==> config.mk <==
export PLATFORM = sky130hd
export DESIGN_NAME = cache_controller
export DESIGN_NICKNAME = d
export VERILOG_FILES = /design/src/rtl/cache_controller_pkg.sv /design/src/rtl/cache_controller.sv
export SDC_FILE = /design/constraint.sdc
export NUM_CORES = 1
export LEC_CHECK = 0
export CORE_MARGIN = 2
export CORE_UTILIZATION = 43
export DETAILED_ROUTE_END_ITERATION = 8
export PLACE_DENSITY = 0.85
export SLEW_MARGIN = 10
export SYNTH_ARGS = -nofsm -noshare
export SYNTH_HDL_FRONTEND = slang
export SYNTH_SLANG_ARGS = --single-unit
==> constraint.sdc <==
create_clock -name clk -period 9.73 [get_ports clk]
set_input_delay 1.4595 -clock clk [delete_from_list [all_inputs] [get_ports clk]]
set_output_delay 1.4595 -clock clk [all_outputs]
set_load 0.02 [all_outputs]
==> src/rtl/cache_controller_pkg.sv <==
// Shared types and address-field helpers for the cache controller.
// Geometry helpers mirror the cache datapath's derivation of line/block/tag sizes.
package cache_controller_pkg;

    typedef enum logic [1:0] {
        StIdle,
        StCompare,
        StFill,
        StWriteMem
    } state_t;

    function automatic int unsigned num_lines(input int unsigned log_num_lines);
        return 32'd1 << log_num_lines;
    endfunction

    function automatic int unsigned num_blocks(input int unsigned log_num_blocks);
        return 32'd1 << log_num_blocks;
    endfunction

    function automatic int unsigned num_tag_bits(input int unsigned addr_width,
                                                 input int unsigned log_num_lines,
                                                 input int unsigned log_num_blocks);
        return addr_width - log_num_lines - log_num_blocks;
    endfunction

    function automatic int unsigned addr_tag(input int unsigned addr,
                                             input int unsigned log_num_lines,
                                             input int unsigned log_num_blocks);
        return addr >> (log_num_lines + log_num_blocks);
    endfunction

    function automatic int unsigned addr_index(input int unsigned addr,
                                               input int unsigned log_num_lines,
                                               input int unsigned log_num_blocks);
        return (addr >> log_num_blocks) & ((32'd1 << log_num_lines) - 32'd1);
    endfunction

    function automatic int unsigned addr_offset(input int unsigned addr,
                                                input int unsigned log_num_blocks);
        return addr & ((32'd1 << log_num_blocks) - 32'd1);
    endfunction

endpackage

==> src/rtl/cache_controller.sv <==
// Sequencer for a direct-mapped, write-through, no-write-allocate cache:
// one CPU access at a time, whole-line fills on load misses, every store forwarded to memory.
module cache_controller
    import cache_controller_pkg::*;
#(
    parameter int unsigned LOG_NUM_LINES  = 2,
    parameter int unsigned LOG_NUM_BLOCKS = 1,
    parameter int unsigned DATA_WIDTH     = 32,
    parameter int unsigned ADDR_WIDTH     = 8,
    parameter int unsigned CNT_WIDTH      = 16
) (
    input  logic                  clk,
    input  logic                  rst,
    input  logic                  cpu_req,
    input  logic                  cpu_we,
    input  logic [ADDR_WIDTH-1:0] cpu_addr,
    input  logic [DATA_WIDTH-1:0] cpu_wdata,
    output logic                  cpu_ready,
    output logic                  cpu_done,
    output logic [DATA_WIDTH-1:0] cpu_rdata,
    output logic                  cache_update,
    output logic                  cache_write_en,
    output logic [ADDR_WIDTH-1:0] cache_addr,
    output logic [DATA_WIDTH-1:0] cache_wdata,
    input  logic                  cache_hit,
    input  logic [DATA_WIDTH-1:0] cache_rdata,
    output logic                  mem_req,
    output logic                  mem_we,
    output logic [ADDR_WIDTH-1:0] mem_addr,
    output logic [DATA_WIDTH-1:0] mem_wdata,
    input  logic                  mem_ack,
    input  logic [DATA_WIDTH-1:0] mem_rdata,
    output logic [CNT_WIDTH-1:0]  hit_count,
    output logic [CNT_WIDTH-1:0]  miss_count
);

    localparam int unsigned NUM_BLOCKS   = num_blocks(LOG_NUM_BLOCKS);
    localparam int unsigned NUM_TAG_BITS = num_tag_bits(ADDR_WIDTH, LOG_NUM_LINES, LOG_NUM_BLOCKS);

    state_t                    state;
    logic [ADDR_WIDTH-1:0]     req_addr;
    logic                      req_we;
    logic [DATA_WIDTH-1:0]     req_wdata;
    logic [LOG_NUM_BLOCKS-1:0] fill_cnt;
    logic                      fill_done;

    logic [NUM_TAG_BITS-1:0]   req_tag;
    logic [LOG_NUM_LINES-1:0]  req_index;
    logic [ADDR_WIDTH-1:0]     fill_addr;
    logic                      fill_last;

    assign req_tag   = NUM_TAG_BITS'(addr_tag(32'(req_addr), LOG_NUM_LINES, LOG_NUM_BLOCKS));
    assign req_index = LOG_NUM_LINES'(addr_index(32'(req_addr), LOG_NUM_LINES, LOG_NUM_BLOCKS));
    assign fill_addr = {req_tag, req_index, fill_cnt};
    assign fill_last = (fill_cnt == LOG_NUM_BLOCKS'(NUM_BLOCKS - 1));

    function automatic logic [CNT_WIDTH-1:0] sat_inc(input logic [CNT_WIDTH-1:0] v);
        return (&v) ? v : v + CNT_WIDTH'(1);
    endfunction

    always_ff @(posedge clk or posedge rst) begin
        if (rst) begin
            state      <= StIdle;
            req_addr   <= '0;
            req_we     <= 1'b0;
            req_wdata  <= '0;
            fill_cnt   <= '0;
            fill_done  <= 1'b0;
            cpu_done   <= 1'b0;
            cpu_rdata  <= '0;
            hit_count  <= '0;
            miss_count <= '0;
        end else begin
            cpu_done <= 1'b0;
            case (state)
                StIdle: begin
                    if (cpu_req) begin
                        req_addr  <= cpu_addr;
                        req_we    <= cpu_we;
                        req_wdata <= cpu_wdata;
                        state     <= StCompare;
                    end
                end
                StCompare: begin
                    fill_done <= 1'b0;
                    if (req_we) begin
                        // The cache drops the write itself on a miss; only the profile differs.
                        if (cache_hit) hit_count <= sat_inc(hit_count);
                        else           miss_count <= sat_inc(miss_count);
                        state <= StWriteMem;
                    end else if (cache_hit) begin
                        cpu_rdata <= cache_rdata;
                        cpu_done  <= 1'b1;
                        if (!fill_done) hit_count <= sat_inc(hit_count);
                        state <= StIdle;
                    end else begin
                        fill_cnt   <= '0;
                        miss_count <= sat_inc(miss_count);
                        state      <= StFill;
                    end
                end
                StFill: begin
                    if (mem_ack) begin
                        if (fill_last) begin
                            fill_done <= 1'b1;
                            state     <= StCompare;
                        end else begin
                            fill_cnt <= fill_cnt + LOG_NUM_BLOCKS'(1);
                        end
                    end
                end
                StWriteMem: begin
                    if (mem_ack) begin
                        cpu_done <= 1'b1;
                        state    <= StIdle;
                    end
                end
                default: state <= StIdle;
            endcase
        end
    end

    assign cpu_ready = (state == StIdle);

    always_comb begin
        cache_update   = 1'b0;
        cache_write_en = 1'b0;
        cache_addr     = req_addr;
        cache_wdata    = req_wdata;
        mem_req        = 1'b0;
        mem_we         = 1'b0;
        mem_addr       = req_addr;
        mem_wdata      = req_wdata;
        case (state)
            StCompare: cache_write_en = req_we;
            StFill: begin
                mem_req      = 1'b1;
                mem_addr     = fill_addr;
                cache_update = mem_ack;
                cache_addr   = fill_addr;
                cache_wdata  = mem_rdata;
            end
            StWriteMem: begin
                mem_req = 1'b1;
                mem_we  = 1'b1;
            end
            default: ;
        endcase
    end

endmodule

==> metrics.csv, run 1 <==
metric;value;unit
outcome;complete, but fails checks;
failing checks;design-rule violations;
required time of the critical path;8.27;ns
min Tclk post-route;4.401;ns
switching share of power;39.20;%
Die ar.;12780;µm²
commonest cells after routing, fill and taps aside;clkdlybuf4s50_1 (259), dfrtp_1 (110), mux2_2 (104);
Starting DRT DRC Count;232;
final WL;14420;µm
Clock Latency Late Sink;0.34;ns
cell area after synthesis;5112;µm²
cts repair resizes;0;
Net Sw Power;1044;µW
global-route congestion overflow total;0;
Max VDD drop;248.4;µV
final core utilization;69.68;%
RSZ-0062 raised after global routing;no;
Final Slew Violations;0;
Die W;113.0;µm
CTS tree;built;
NumNets Final;746;
leading cell type in the layout, fill and taps excluded;clkdlybuf4s50_1;
vias per inst;5.208;
hold depth;1;
top_reg_cell synth;dfrtp_1;
final instance area;8024;µm²
number of flops mapped to enable cells by yosys;0;
row count;39;
first-pass GRT wire length;22700;µm
DIE HEIGHT;113.0;µm
Sinks on Clock Net;110;
WP buf/inv;1;
Critical Path Sink Type;output pin;
Worst Hold Class;reg2reg;
Power Density;332.0;nW/µm²
Seq cells post-synth;110;
Tot GR Track Use;22.51;%
path depth of the worst reg2reg path;3;
combinational power share;56.0;%
Synth async-reset ratio;100.0;%
largest net degree at the start of global routing;70;
Worst path depth;3;
Yosys warning total;0;
syn nets;505;
TritonCTS buffer count;9;
hold_buf cts;0;
register area share after synthesis;53.84;%
Syn-to-layout area delta;56.95;%
static leakage;0.003303;µW
CP peak stage delay;0.90;ns
Slowest-stage cell, CP;nor2b_4;
Setup-failing EPs final;0;
Pre-Repair DR Iteration Count;6;
fraction of layout cells with a size suffix above 1;21.13;%
register share of total power;30.3;%
clock skew;0.009108;ns
ANT nets after route;0;
Max Root-Sink Buffers;2;
CP Cell Sequence;nor2b_4 -> mux2_2 -> clkdlybuf4s50_1;
period utilization;45.23;%
worst-margin pin slew;0.9810;ns
CP arrival;2.94;ns
achievable frequency;227.2;MHz
slew margin rel.;34.60;%
Internal;1620;µW
routed vias;4073;
Synth Instances;393;
post-detailed-placement half-perimeter wirelength;10980;µm
PortBufs;259;
unique cell type count in the Yosys netlist;46;
routability cong.;0.8543;
Startpoint Class;flip-flop;
Area after DPL;7721;µm²
initial antenna violation count;0;
Fin Setup TNS;0;ns
Crit Path Class;reg2out;
Post CTS Setup Buffer Count;0;
ant diodes;0;
H-Tree Level Count;3;
Clock Power Share;13.7;%
clk slew on worst S/H paths;0.08;ns
Crit Path Max Fanout;34;
max cap viols;0;
final hold viol count;0;
I/O pins;260;
DRC viols;9;
syn_area_per_cell;13.01;µm²
total core area;11520;µm²
vias in the first global route;4361;
CP top delay family;simple AND/OR/NAND/NOR gates;
Root Driver;clkbuf_16;
initial core utilization;44.39;%
Avg WL per Cell;18.43;µm
worst reg2reg max path, delay by kind of cell (launching register included):
family	cells	cell delay, ns
AND/OR/NAND/NOR	2	1.12
flip-flops	1	0.58
multiplexers	1	0.44
synthesized netlist by cell type, drive strengths merged, types with 3 or more instances:
library cell | number | area [µm²]
xnor2 | 4 | 35.03
mux2 | 109 | 1227
xor2 | 17 | 148.9
nand2 | 14 | 52.55
nor2 | 9 | 36.29
inv | 4 | 15.01
nor4 | 7 | 50.05
and2 | 5 | 31.28
dfrtp | 110 | 2753
and3 | 6 | 37.54
a31oi | 3 | 18.77
a21oi | 11 | 55.05
nand3 | 10 | 55.05
clkbuf | 4 | 15.01
buf | 27 | 180.2
nor2b | 4 | 27.53
nor3 | 10 | 50.05
o21ai | 3 | 15.01
a211oi | 5 | 37.54
nand4 | 7 | 50.05
power by group through the flow:
stage                     clock [µW]  sequential (µW)  combinational [µW]
after floorplan                    0              963                 652
after global placement             0              802                1480
after detailed placement           0              813                1500
after CTS                        374              809                1510
after global routing             392              837                1570
final                            364              807                1490
final cells by class:
class                   instances  area (µm²)
fillers                       858        3492
clock buffers                   9       225.2
repair buffers                261        2608
clock inverters                 7       77.57
multi-input cells             248        2165
well taps                     143       178.9
flip-flops and latches        110        2753
inverters                       4       17.52
worst paths after layout:
path,startpoint,endpoint,slack [ns]
setup / recovery,state[1],cache_wdata[6],5.33
hold / removal,cpu_rdata[28],cpu_rdata[28],0.50
setup reg to reg,state[1],mem_wdata[18],7.48
hold reg to reg,cpu_rdata[28],cpu_rdata[28],0.50
max in group asynchronous,rst,hit_count[3],6.94
min in group asynchronous,rst,cpu_rdata[30],1.51
per-layer routing:
layer	global-route usage, %	routed length [µm]	up-vias
met4	6.179	253	0
li1	-	-	1876
met2	40.64	7758	180
met5	0	0	-
met3	6.160	990	21
met1	26.34	5413	1996
sequential cells by signal, summed over array words and instances (netlist names):
name,cells
req_addr,8
hit_count,16
req_we,1
fill_done,1
cpu_done,1
miss_count,16
mem_wdata,32
fill_cnt,1
state,2
cpu_rdata,32
through the flow:
step / instances / hold WS [ns] / setup slack, ns / power, µW
2_1_floorplan: 393 / 0.4758 / 5.368 / 1615
3_3_place_gp: 766 / 0.4708 / 5.419 / 2280
3_5_place_dp: 766 / 0.4824 / 5.416 / 2312
4_1_cts: 782 / 0.5051 / 5.294 / 2692
5_1_grt: 782 / 0.5222 / 5.177 / 2795
6_report: 782 / 0.5011 / 5.329 / 2664
cells by family (layout without fill, tap and decap cells):
logic type,after synthesis,count (layout),share of synthesized area [%]
multiplexers,111,111,24.40
XOR/XNOR,21,21,3.598
AND/OR/NAND/NOR,85,85,9.814
buffers and inverters,35,281,4.111
adder cells (fa/ha/maj),2,2,0.4894
AO/OA/AOI/OAI,29,29,3.745
flip-flops,110,110,53.84
Power figures use the tool's default switching activity.
==> inputs of run 2 (changes only) <==
CORE_UTILIZATION = 40   (was 43)
PLACE_DENSITY = 0.79   (was 0.85)
clock period = 4.3 ns   (was 9.73 ns; I/O delays follow)
==> metrics.csv, run 2 (synthesis gave the netlist of run 1 again) <==
metric;value;unit
NumNets Final;747;
fraction of layout cells with a size suffix above 1;21.09;%
hold_buf cts;0;
Internal;3769;µW
Startpoint Class;flip-flop;
commonest cells after routing, fill and taps aside;clkdlybuf4s50_1 (259), dfrtp_1 (110), mux2_2 (104);
clock skew;0.006519;ns
register share of total power;30.1;%
switching share of power;38.27;%
vias per inst;4.972;
combinational power share;55.1;%
leading cell type in the layout, fill and taps excluded;clkdlybuf4s50_1;
Max Root-Sink Buffers;2;
path depth of the worst reg2reg path;3;
Sinks on Clock Net;110;
RSZ-0062 raised after global routing;no;
Crit Path Max Fanout;34;
post-detailed-placement half-perimeter wirelength;10960;µm
final WL;14360;µm
TritonCTS buffer count;9;
CP arrival;2.88;ns
Pre-Repair DR Iteration Count;4;
routability cong.;0.8234;
routed vias;4037;
initial core utilization;40.68;%
final hold viol count;0;
Setup-failing EPs final;0;
Worst Hold Class;reg2reg;
Area after DPL;7765;µm²
Post CTS Setup Buffer Count;0;
Clock Latency Late Sink;0.35;ns
Net Sw Power;2337;µW
Root Driver;clkbuf_16;
min Tclk post-route;3.526;ns
total core area;12570;µm²
ant diodes;0;
Syn-to-layout area delta;58.20;%
slew margin rel.;35.39;%
CTS tree;built;
max cap viols;0;
vias in the first global route;4138;
row count;41;
Avg WL per Cell;17.68;µm
global-route congestion overflow total;0;
hold depth;1;
achievable frequency;283.6;MHz
initial antenna violation count;0;
Crit Path Class;reg2out;
Critical Path Sink Type;output pin;
Clock Power Share;14.8;%
DIE HEIGHT;117.1;µm
Final Slew Violations;0;
Die W;117.1;µm
static leakage;0.003318;µW
H-Tree Level Count;3;
first-pass GRT wire length;21690;µm
clk slew on worst S/H paths;0.07;ns
I/O pins;260;
worst-margin pin slew;0.9691;ns
ANT nets after route;0;
DRC viols;0;
required time of the critical path;3.65;ns
Fin Setup TNS;0;ns
Die ar.;13700;µm²
Max VDD drop;520.1;µV
cts repair resizes;0;
PortBufs;259;
final instance area;8088;µm²
Tot GR Track Use;21.03;%
Starting DRT DRC Count;156;
largest net degree at the start of global routing;78;
Power Density;754.9;nW/µm²
period utilization;82.01;%
outcome;finished, final reports clean;
[run 2: power groups by stage]
stage	Clock (µW)	Sequential, µW	Combinational (µW)
detailed placement	0	1850	3380
global placement	0	1840	3330
global route	969	1900	3540
CTS	925	1840	3400
finish	904	1840	3360
floorplan	0	2180	1470
[run 2: worst max-delay path, cell delays in order (launching register included)]
cell and delay, ns:
dfrtp_1 0.66, nor2b_4 0.87, mux2_2 0.43, clkdlybuf4s50_1 0.54
[run 2: worst paths after layout]
| check | start | to | slack (ns) |
|---|---|---|---|
| worst max-delay path | state[1] | cache_addr[0] | 0.77 |
| worst min-delay path | cpu_rdata[24] | cpu_rdata[24] | 0.49 |
| worst max register to register | state[1] | mem_wdata[27] | 2.06 |
| worst min register to register | cpu_rdata[24] | cpu_rdata[24] | 0.49 |
| max in group asynchronous | rst | miss_count[9] | 2.58 |
| min in group asynchronous | rst | cpu_rdata[8] | 0.85 |
[run 2: layer usage]
metal,vias up,track usage [%],routed length (µm)
met2,160,36.18,7472
met4,0,9.020,350
met5,-,0,0
met1,1967,24.86,5611
met3,20,5.716,923
li1,1890,-,-
[run 2: stage by stage]
step | utilization, % | total power [µW] | worst slack [ns] | hold slack [ns] | std cells
3_5_place_dp | 61.78 | 5230 | 1.111 | 0.4819 | 796
3_3_place_gp | 61.78 | 5166 | 1.223 | 0.4705 | 796
4_1_cts | 64.35 | 6166 | 0.7165 | 0.4980 | 812
5_1_grt | 64.35 | 6414 | 0.6598 | 0.5243 | 812
2_1_floorplan | - | 3655 | 0.7527 | 0.4758 | 393
6_report | 64.35 | 6106 | 0.7736 | 0.4937 | 812
[run 2: area by class of cell]
class                      count  area (µm²)
timing repair buffer         262        2615
clock buffer                  10       229.0
sequential                   110        2753
tap                          172       215.2
clock inverter                 6       93.84
fill                         967        4481
multi-input combinational    248        2165
inverter                       4       17.52
==> inputs of run 3 (changes only) <==
clock period = 3.56 ns   (was 4.3 ns; I/O delays follow)
==> metrics.csv, run 3 (synthesis gave the netlist of run 1 again) <==
metric;value;unit
Syn-to-layout area delta;58.27;%
Critical Path Sink Type;output pin;
clk slew on worst S/H paths;0.07;ns
max cap viols;0;
commonest cells after routing, fill and taps aside;clkdlybuf4s50_1 (259), dfrtp_1 (110), mux2_2 (104);
global-route congestion overflow total;0;
vias in the first global route;4185;
Slowest-stage cell, CP;clkdlybuf4s50_1;
area of the multi-input gates;2165;µm²
final hold viol count;0;
initial antenna violation count;0;
Worst Hold Class;reg2reg;
Die W;117.1;µm
Crit Path Class;reg2out;
static leakage;0.003322;µW
Max VDD drop;569.9;µV
CP arrival;2.46;ns
cts repair resizes;0;
H-Tree Level Count;3;
first-pass GRT wire length;21780;µm
WHS;0.4971;ns
PortBufs;259;
CP peak stage delay;0.54;ns
DRC viols;0;
clock skew;0.007552;ns
Tot GR Track Use;20.90;%
RSZ-0062 raised after global routing;no;
CTS tree;built;
routed vias;4016;
fraction of layout cells with a size suffix above 1;21.18;%
min Tclk post-route;2.998;ns
Avg WL per Cell;17.45;µm
Max Root-Sink Buffers;2;
largest net degree at the start of global routing;61;
period utilization;84.21;%
HP Start;miss_count[15];
Pre-Repair DR Iteration Count;4;
Worst Setup Slack, final;0.5622;ns
final WL;14210;µm
Root Driver;clkbuf_16;
TritonCTS buffer count;9;
row count;41;
Sinks on Clock Net;110;
vias per inst;4.934;
post-detailed-placement half-perimeter wirelength;11010;µm
register area;2753;µm²
ANT nets after route;0;
routability cong.;0.8171;
CP Cell Sequence;nor2b_4 -> buf_4 -> mux2_2 -> clkdlybuf4s50_1;
hold depth;1;
worst reg2reg path endpoint;hit_count[15];
total core area;12570;µm²
path depth of the worst reg2reg path;4;
Startpoint Class;flip-flop;
Die ar.;13700;µm²
slew margin rel.;57.54;%
Final Slew Violations;0;
Power Density;904.2;nW/µm²
DIE HEIGHT;117.1;µm
Hold Path End;miss_count[15];
fillers;982;
NumNets Final;749;
reg2reg setup slack;1.49;ns
ant diodes;0;
leading cell type in the layout, fill and taps excluded;clkdlybuf4s50_1;
Starting DRT DRC Count;217;
dpl ws;0.9264;ns
Setup-failing EPs final;0;
hold_buf cts;0;
Clock Latency Late Sink;0.35;ns
achievable frequency;333.6;MHz
required time of the critical path;3.03;ns
Fin Setup TNS;0;ns
Crit Path Max Fanout;28;
initial core utilization;40.68;%
RR Startpoint;state[0];
Post CTS Setup Buffer Count;0;
worst-margin pin slew;0.6369;ns
I/O pins;260;
outcome;finished, final reports clean;
-- run 3: through the flow --
stage / util (%) / power [µW] / cell area [µm²] / cells
after floorplan: - / 4414 / 5112 / 393
after global routing: 64.38 / 7713 / 8092 / 814
final: 64.38 / 7317 / 8092 / 814
after global placement: 62.00 / 6262 / 7792 / 798
after CTS: 64.38 / 7395 / 8092 / 814
after detailed placement: 62.00 / 6337 / 7792 / 798
-- run 3: metal layers --
metal | track usage, % | part of all wire, %
met2 | 36.42 | 53
met3 | 6.437 | 7.3
met4 | 6.510 | 1.4
met5 | 0 | 0
met1 | 24.84 | 39
-- run 3: worst max path at each step --
| stage | startpoint | to | slack (ns) | depth (start not counted) |
|---|---|---|---|---|
| floorplan | rst | cpu_done | 0.12 | 1 |
| global placement | state[0] | cache_wdata[0] | 1.02 | 4 |
| detailed placement | state[0] | cache_wdata[14] | 0.93 | 4 |
| CTS | state[0] | cache_wdata[14] | 0.53 | 4 |
| global route | state[0] | cache_wdata[14] | 0.44 | 4 |
| finish | state[0] | cache_wdata[30] | 0.56 | 4 |
-- run 3: final cells by class --
class | count | share of cell area [%]
clock buffers | 11 | 2.876
clock inverters | 5 | 0.8195
inverters | 4 | 0.2165
multi-input cells | 248 | 26.75
flip-flops and latches | 110 | 34.02
well taps | 172 | 2.660
repair buffers | 264 | 32.66
-- run 3: where the power goes --
group | switching, µW | internal, µW | leakage (µW)
Combinational | 1920 | 2180 | 0.00184
Clock | 462 | 557 | 0.000143
Sequential | 431 | 1760 | 0.00134
Total | 2810 | 4500 | 0.00332
-- run 3: worst max-delay path: cells and delay by family, from the launching register on --
kind / cells / cell delay, ns
buffers and inverters: 2 / 0.92
DFF: 1 / 0.52
muxes: 1 / 0.39
and+or+nand+nor: 1 / 0.27
